File: src/rtl/median_pkg.sv
// Shared types and constants for the 3x3 median-of-medians controller.
// Optional frame counter is enabled by MEDIAN9_CTRL_FRAME_CNT_EN.
package median_pkg;

  typedef enum logic [2:0] {
    LOAD,
    ROW0,
    ROW1,
    ROW2,
    FINAL,
    OUT
  } state_e;

  localparam int FRAME_LEN = 9;
  localparam int ROW_LEN   = 3;

  localparam logic [3:0] LAST_IDX = 4'(FRAME_LEN - 1);

endpackage

File: src/rtl/median3_core.sv
// Combinational 3-input unsigned median.
// Shared by all four passes of median9_ctrl.
module median3_core #(
  parameter int DATA_W = 4
) (
  input  logic [DATA_W-1:0] a,
  input  logic [DATA_W-1:0] b,
  input  logic [DATA_W-1:0] c,
  output logic [DATA_W-1:0] med
);

  logic [DATA_W-1:0] lo;
  logic [DATA_W-1:0] hi;
  logic [DATA_W-1:0] hi_c;

  always_comb begin
    lo   = (a < b) ? a : b;
    hi   = (a < b) ? b : a;
    hi_c = (hi < c) ? hi : c;
    med  = (lo > hi_c) ? lo : hi_c;
  end

endmodule

File: src/rtl/median9_ctrl.sv
// Streaming 3x3 median-of-medians controller, one median unit time-shared.
// Define MEDIAN9_CTRL_FRAME_CNT_EN to add the saturating frame_cnt port.
module median9_ctrl
  import median_pkg::*;
#(
  parameter int DATA_W = 4
) (
  input  logic              clk,
  input  logic              rst,
  input  logic              in_valid,
  output logic              in_ready,
  input  logic [DATA_W-1:0] in_data,
  output logic              out_valid,
  input  logic              out_ready,
  output logic [DATA_W-1:0] out_data,
  output logic              busy
`ifdef MEDIAN9_CTRL_FRAME_CNT_EN
  ,
  output logic [7:0]        frame_cnt
`endif
);

  state_e state_q, state_d;
  logic [3:0] idx_q, idx_d;
  logic [DATA_W-1:0] s_q [FRAME_LEN];
  logic [DATA_W-1:0] m_q [ROW_LEN];
  logic [DATA_W-1:0] out_q;

  logic [DATA_W-1:0] ma, mb, mc, med;

  median3_core #(
    .DATA_W(DATA_W)
  ) u_med (
    .a  (ma),
    .b  (mb),
    .c  (mc),
    .med(med)
  );

  always_comb begin
    state_d   = state_q;
    idx_d     = idx_q;
    in_ready  = 1'b0;
    out_valid = 1'b0;
    ma        = s_q[0];
    mb        = s_q[1];
    mc        = s_q[2];
    unique case (state_q)
      LOAD: begin
        in_ready = 1'b1;
        if (in_valid) begin
          if (idx_q == LAST_IDX) begin
            idx_d   = 4'd0;
            state_d = ROW0;
          end else begin
            idx_d = idx_q + 4'd1;
          end
        end
      end
      ROW0: state_d = ROW1;
      ROW1: begin
        ma      = s_q[ROW_LEN];
        mb      = s_q[ROW_LEN+1];
        mc      = s_q[ROW_LEN+2];
        state_d = ROW2;
      end
      ROW2: begin
        ma      = s_q[2*ROW_LEN];
        mb      = s_q[2*ROW_LEN+1];
        mc      = s_q[2*ROW_LEN+2];
        state_d = FINAL;
      end
      FINAL: begin
        ma      = m_q[0];
        mb      = m_q[1];
        mc      = m_q[2];
        state_d = OUT;
      end
      OUT: begin
        out_valid = 1'b1;
        if (out_ready) state_d = LOAD;
      end
      default: state_d = LOAD;
    endcase
  end

  always_ff @(posedge clk or posedge rst) begin
    if (rst) begin
      state_q <= LOAD;
      idx_q   <= 4'd0;
      out_q   <= '0;
      for (int i = 0; i < FRAME_LEN; i++) s_q[i] <= '0;
      for (int i = 0; i < ROW_LEN; i++) m_q[i] <= '0;
    end else begin
      state_q <= state_d;
      idx_q   <= idx_d;
      if (state_q == LOAD && in_valid) s_q[idx_q] <= in_data;
      if (state_q == ROW0) m_q[0] <= med;
      if (state_q == ROW1) m_q[1] <= med;
      if (state_q == ROW2) m_q[2] <= med;
      if (state_q == FINAL) out_q <= med;
    end
  end

  assign out_data = out_q;
  assign busy     = (state_q != LOAD) || (idx_q != 4'd0);

`ifdef MEDIAN9_CTRL_FRAME_CNT_EN
  logic [7:0] fcnt_q, fcnt_d;

  always_comb begin
    fcnt_d = fcnt_q;
    if (out_valid && out_ready && fcnt_q != 8'hFF) fcnt_d = fcnt_q + 8'd1;
  end

  always_ff @(posedge clk or posedge rst) begin
    if (rst) fcnt_q <= 8'd0;
    else     fcnt_q <= fcnt_d;
  end

  assign frame_cnt = fcnt_q;
`endif

endmodule

File: config.mk
export PLATFORM = sky130hd
export DESIGN_NAME = median9_ctrl
export DESIGN_NICKNAME = d
export VERILOG_FILES = /design/src/rtl/median_pkg.sv /design/src/rtl/median3_core.sv /design/src/rtl/median9_ctrl.sv
export SDC_FILE = /design/constraint.sdc
export NUM_CORES = 1
export LEC_CHECK = 0
export ABC_AREA = 0
export BUFFER_PORTS_ARGS = -buffer_cell sky130_fd_sc_hd__buf_2
export CAP_MARGIN = 20
export CORE_MARGIN = 2
export CORE_UTILIZATION = 30
export DETAILED_ROUTE_END_ITERATION = 8
export GPL_ROUTABILITY_DRIVEN = 0
export GPL_TIMING_DRIVEN = 0
export PLACE_DENSITY = 0.44
export SLEW_MARGIN = 15
export SYNTH_ARGS = -nofsm -noshare
export SYNTH_HDL_FRONTEND = slang
export SYNTH_HIERARCHICAL = 1
export SYNTH_SLANG_ARGS = --single-unit
File: constraint.sdc
create_clock -name clk -period 12.1 [get_ports clk]
set_clock_uncertainty 0.05 [all_clocks]
set_input_delay 0.605 -clock clk [delete_from_list [all_inputs] [get_ports clk]]
set_output_delay 0.605 -clock clk [all_outputs]
set_load 0.005 [all_outputs]
==> run_results.csv, run 1 <==
group,metric,value,unit
sta,setup_viol,0,
synth,synth_cell_types,50,
worst_setup_path,arrival,6.11,ns
layout,diodes,0,
die,fp-row-count,39,
synth,synthFlopType,"dfrtp_1",
sta,relSlewSlack,55.90,%
sta,rsz0062_at_grt,"no",
layout,layout_commonest_cell,"dfrtp_1",
layout,final_nets,374,
die,initial_core_util,31.10,%
synth,ys_ff_latch,59,
synth,synth_top_area_cell,"dfrtp_1",
clock_network,clk_latency,0.33,ns
run_status,status,"finished with violations",
synth,synth_seq_area_share,41.23,%
worst_setup_path,crit_type,"reg2reg",
global_route,grt_max_degree,41,
drt,wirelength,8.888,mm
synth,netlist_area,0.003581,mm2
global_route,gr-total-overflow,0,
die,die_w,113.3,um
drt,routedWlPerCell,17.88,um
synth,ys_warn_count,6,
drt,dr.pass1.iters,6,
clock_network,clock_path_buffers,2,
layout,drive_above_1_share,31.07,%
clock_network,clk_pin_slew,0.05,ns
worst_setup_path,start_kind,"register",
run_status,violations,"DRC",
sta,tightest_slew,0.6546,ns
layout,stdcell_count,497,
worst_hold_path,hold_class,"in2async",
layout,areaGrowthSynthToFinish,15.76,%
global_route,track_usage,14.91,%
global_route,grt_first_pass_wirelength,14.49,mm
synth,syn-num-nets,348,
sta,maxSlewViolCount,0,
placement,io_buffers,14,
sta,final_hold_viol_count,0,
sta,layout_min_cycle_time,5.946,ns
layout,fill_cells,1193,
clock_network,cts_resized,0,
clock_network,clock_sinks,59,
layout,final_cell_mix,"59 x dfrtp_1, 54 x mux2_2, 24 x buf_2",
placement,dp_cells,481,
layout,multiInputGateArea,0.001953,mm2
clock_network,post-cts-setup-buffers,0,
sta,period_share,49.14,%
drt,vias,2512,
die,die_area,0.01283,mm2
global_route,grt_antenna_before_repair,0,
placement,dp_hpwl,6.720,mm
drt,drtIter0Drc,132,
synth,async_flop_share,100.0,%
drt,drc,1,
drt,viasPerCell,5.054,
die,fp.dieH,113.3,um
synth,syn_inst,323,
worst_setup_path,cp_data_required_time,12.27,ns
global_route,grt_pass1_vias,2643,
drt,ant_nets,0,
clock_network,cts-root-buf,"clkbuf_16",
sta,fin_tns_setup,0,ns
worst_setup_path,r2r_cells,23,
synth,synth_edf_count,0,
clock_network,cts_hold_buffers,0,
sta,max_freq,168.2,MHz
layout,regArea,0.001476,mm2
job,drv_cap,0,
synth,avgSynthCellArea,11.09,um2
clock_network,h-tree-depth,3,
die,io_pins,15,
worst_setup_path,cp_max_fo,10,
clock_network,numCtsBuffers,9,
synth,yosys-top-cells-area,"dfrtp_1 41%, mux2_2 17%, ha_1 5.9%",
die,core,0.01152,mm2
worst_setup_path,cp-end-kind,"register",
synth,yosys.area.top_type_share,41.23,%
clock_network,cts_tree,"built",
[path summary, 6_finish.rpt]
path | startpoint | slack [ns] | end
setup / recovery | state_q[1] | 6.15 | out_data[1]
hold / removal | rst | 0.18 | out_data[0]
setup reg to reg | state_q[1] | 6.15 | out_data[1]
hold reg to reg | out_data[3] | 0.45 | out_data[3]
max in group asynchronous | rst | 11.32 | s_q[18]
min in group clk | out_data[3] | 0.45 | out_data[3]
[synth_stat cells, types with 3 or more instances]
| library cell | instances |
|---|---|
| mux2i_1 | 17 |
| buf_2 | 10 |
| nor3_1 | 3 |
| o21ai_0 | 7 |
| or3_1 | 13 |
| o221a_1 | 3 |
| nand3_1 | 4 |
| dfrtp_1 | 59 |
| a211o_1 | 12 |
| ha_1 | 17 |
| mux2_2 | 54 |
| nand4_1 | 3 |
| o211ai_1 | 12 |
| nor2_1 | 16 |
| nand2_1 | 21 |
| inv_1 | 16 |
| clkbuf_1 | 7 |
| and3_1 | 6 |
| a21oi_1 | 3 |
[routing by layer]
metal  share of wire, %  global-route usage [%]  vias to the layer above
met1                 49                   19.92                     1250
li1                   -                       -                     1235
met2                 47                   23.83                       18
met4                1.4                   5.610                        0
met3                1.9                   3.107                        9
met5                  0                       0                        -
[logic make-up after synthesis]
logic type      synth area share (%)
compound gates                 12.72
xor+xnor                      0.2446
fa+ha+maj                      5.940
buf+inv                        4.228
flops                          41.23
mux                            22.36
simple gates                   13.28
[stage by stage]
stage | setup slack, ns | utilization [%] | hold slack (ns) | cell area (um2)
floorplan | 6.931 | - | 0.4206 | 3581
global placement | 6.207 | 33.26 | 0.4325 | 3830
detailed placement | 6.168 | 33.45 | 0.4383 | 3852
CTS | 6.150 | 36.00 | 0.1762 | 4145
global route | 5.765 | 36.00 | 0.1923 | 4145
finish | 6.154 | 36.00 | 0.1755 | 4145
[state kept, by name (all words and copies together) (netlist names)]
name / cells
m_q: 12
state_q: 3
idx_q: 4
out_data: 4
s_q: 36
[layout make-up]
cell class | count | area share, %
multi-input cells | 229 | 47.12
flip-flops and latches | 59 | 35.62
clock buffers | 9 | 5.433
well taps | 143 | 4.316
plain buffers | 19 | 2.203
repair buffers | 15 | 2.173
clock inverters | 7 | 1.630
inverters | 16 | 1.509
[worst max-delay path: stages, from the launching register on]
cell      delay (ns)
dfrtp_1         0.40
buf_2           0.19
nor2_2          0.28
clkbuf_1        0.43
o211ai_1        0.15
nand2_1         0.20
inv_1           0.06
ha_1            0.31
or2b_1          0.19
o31ai_1         0.11
a21oi_4         0.28
mux2_2          0.40
ha_1            0.27
o211a_1         0.21
a211oi_2        0.36
a31oi_2         0.13
mux2i_1         0.20
ha_1            0.26
nor2b_1         0.14
o21ai_1         0.21
a21oi_4         0.12
or4_1           0.41
o221a_1         0.19
mux2_2          0.28
Power of run 1 is not shown: default switching activity piles up to over one toggle a cycle in this logic, so the estimate is an artifact.
==> run 2: changes to the inputs <==
--- a/config.mk
+++ b/config.mk
@@ -13,7 +13,7 @@
 export DETAILED_ROUTE_END_ITERATION = 8
 export GPL_ROUTABILITY_DRIVEN = 0
 export GPL_TIMING_DRIVEN = 0
-export PLACE_DENSITY = 0.44
+export PLACE_DENSITY = 0.45
 export SLEW_MARGIN = 15
 export SYNTH_ARGS = -nofsm -noshare
 export SYNTH_HDL_FRONTEND = slang
==> constraint.sdc (replaced) <==
create_clock -name clk -period 4.9 [get_ports clk]
set_clock_uncertainty 0.05 [all_clocks]
set_input_delay 0.245 -clock clk [delete_from_list [all_inputs] [get_ports clk]]
set_output_delay 0.245 -clock clk [all_outputs]
set_load 0.005 [all_outputs]
==> run 2 against run 1 <==
- critical endpoint is now m_q[10]
- register-to-register slack lost 6.3 ns
- die area did not move
- the flow finishes with violations (DRC, hold timing, setup timing)
- sequential share of layout area is 3.0 points lower
- first-iteration DRC count shrank 20%
- utilization up 3.3 points
- non-clock buffer count up 18
- via count is 2.3% higher
- flip-flop and latch count stayed put
- global-route usage shrank 0.44 points
==> run_results.csv, run 2 (synthesis results as in run 1) <==
group,metric,value,unit
die,core,0.01152,mm2
layout,drive_above_1_share,41.94,%
layout,final_util,39.33,%
global_route,track_usage,14.47,%
sta,period_share,103.9,%
sta,relSlewSlack,45.81,%
sta,setup_viol,16,
layout,largest_register_ffs,36,
global_route,grt_antenna_before_repair,0,
worst_setup_path,start_kind,"register",
clock_network,clk_pin_slew,0.05,ns
clock_network,cts-root-buf,"clkbuf_16",
layout,layout_commonest_cell,"dfrtp_1",
clock_network,cts_hold_buffers,0,
layout,largest_register,"s_q",
layout,areaGrowthSynthToFinish,26.48,%
sta,final_hold_viol_count,7,
clock_network,clock_sinks,59,
worst_hold_path,hold_class,"in2async",
drt,drc,1,
global_route,grt_max_degree,60,
worst_setup_path,slowest_stage,"or4_1",
die,io_pins,15,
layout,fin_area,0.004529,mm2
placement,place_area,0.003938,mm2
global_route,gr-total-overflow,0,
layout,reg_top3,"s_q x36, m_q x12",
drt,wirelength,8.745,mm
drt,viasPerCell,4.990,
global_route,grt_first_pass_wirelength,14.24,mm
sta,tightest_slew,0.8111,ns
die,fp.dieH,113.3,um
sta,fin_tns_setup,-2.133,ns
drt,ant_nets,0,
worst_setup_path,crit_type,"reg2reg",
run_status,status,"finished with violations",
worst_setup_path,cp-end-kind,"register",
job,drv_cap,0,
layout,diodes,0,
worst_setup_path,arrival,5.25,ns
layout,final_nets,392,
die,fp-row-count,39,
worst_setup_path,cp_data_required_time,5.06,ns
sta,hold_slack,-0.005515,ns
clock_network,clock_path_buffers,2,
placement,io_buffers,14,
sta,max_freq,196.4,MHz
drt,drtIter0Drc,106,
die,die_area,0.01283,mm2
sta,setup_slack,-0.1913,ns
worst_setup_path,path_cells,"buf_6, buf_8, or3_4, o211ai_1, nand2_1, inv_2, ha_4, or2b_1, o31ai_4, a21oi_4, mux2_4, ha_4, o211a_1, a211oi_4, a31oi_4, mux2i_1, ha_1, nor2b_4, o21ai_2, a21oi_4, or4_1, o221a_1, mux2_4",
worst_setup_path,cp_max_fo,7,
die,die_w,113.3,um
drt,routedWlPerCell,16.98,um
worst_setup_path,critPathMaxStageDelay,0.40,ns
sta,rsz0062_at_grt,"yes",
global_route,grt_pass1_vias,2613,
sta,layout_min_cycle_time,5.091,ns
clock_network,cts_tree,"built",
clock_network,clk_latency,0.33,ns
run_status,violations,"DRC, hold timing, setup timing",
drt,dr.pass1.iters,6,
drt,vias,2570,
placement,dp_hpwl,6.368,mm
die,initial_core_util,31.10,%
clock_network,h-tree-depth,3,
sta,maxSlewViolCount,0,
clock_network,numCtsBuffers,9,
layout,final_cell_mix,"59 x dfrtp_1, 46 x mux2_2, 21 x buf_2",
[run 2: area by class of cell]
cell class                      instances  area (um2)
Fill cell                            1137        6987
Multi-Input combinational cell        229        2137
Sequential cell                        59        1476
Clock buffer                           11       242.7
Timing Repair Buffer                   33       216.5
Tap cell                              143       178.9
Buffer                                 19       153.9
Inverter                               16       62.56
Clock inverter                          5       61.31
[run 2: layer usage]
layer / up-vias / GRT usage (%) / part of all wire (%)
li1: 1274 / - / -
met1: 1263 / 19.52 / 50
met2: 24 / 23.27 / 46
met3: 9 / 3.374 / 2.8
met4: 0 / 4.146 / 1.1
met5: - / 0 / 0
[run 2: worst max-delay path: cells and delay by family (launching register included)]
family                   cells  cell delay (ns)
AO/OA/AOI/OAI                9             1.40
AND/OR/NAND/NOR              5             1.24
multiplexers                 3             0.78
adder cells (fa/ha/maj)      3             0.73
flip-flops                   1             0.39
buffers and inverters        3             0.36
[run 2: metrics by stage]
step | hold slack (ns) | setup WS [ns] | cells
finish | -0.005515 | -0.1913 | 515
global route | 0.06321 | -0.3861 | 515
CTS | 0.03129 | -0.2350 | 511
detailed placement | 0.3850 | -0.6815 | 480
global placement | 0.4326 | -0.6437 | 480
floorplan | 0.3455 | -0.09393 | 323
[run 2: path summary, 6_finish.rpt]
check                            startpoint     endpoint  slack, ns  depth (start not counted)
max in group asynchronous               rst       m_q[8]       4.30                          2
worst min-delay path                    rst   state_q[1]     -0.006                          2
worst min register to register  out_data[3]  out_data[3]       0.45                          1
worst max-delay path             state_q[1]      m_q[10]      -0.19                         23
min in group clk                  out_ready   state_q[2]       0.15                          4
worst max register to register   state_q[1]      m_q[10]      -0.19                         23
[run 2: repair_timing]
item                                    in CTS  in global routing
gates resized for setup                     31                 10
pin swaps                                   12                  1
endpoints found under the setup margin      16                 16
endpoints found under the hold margin        0                  0
gates cloned                                 1                  0
setup buffers                               14                  4
Power of run 2 is left out for the same reason.
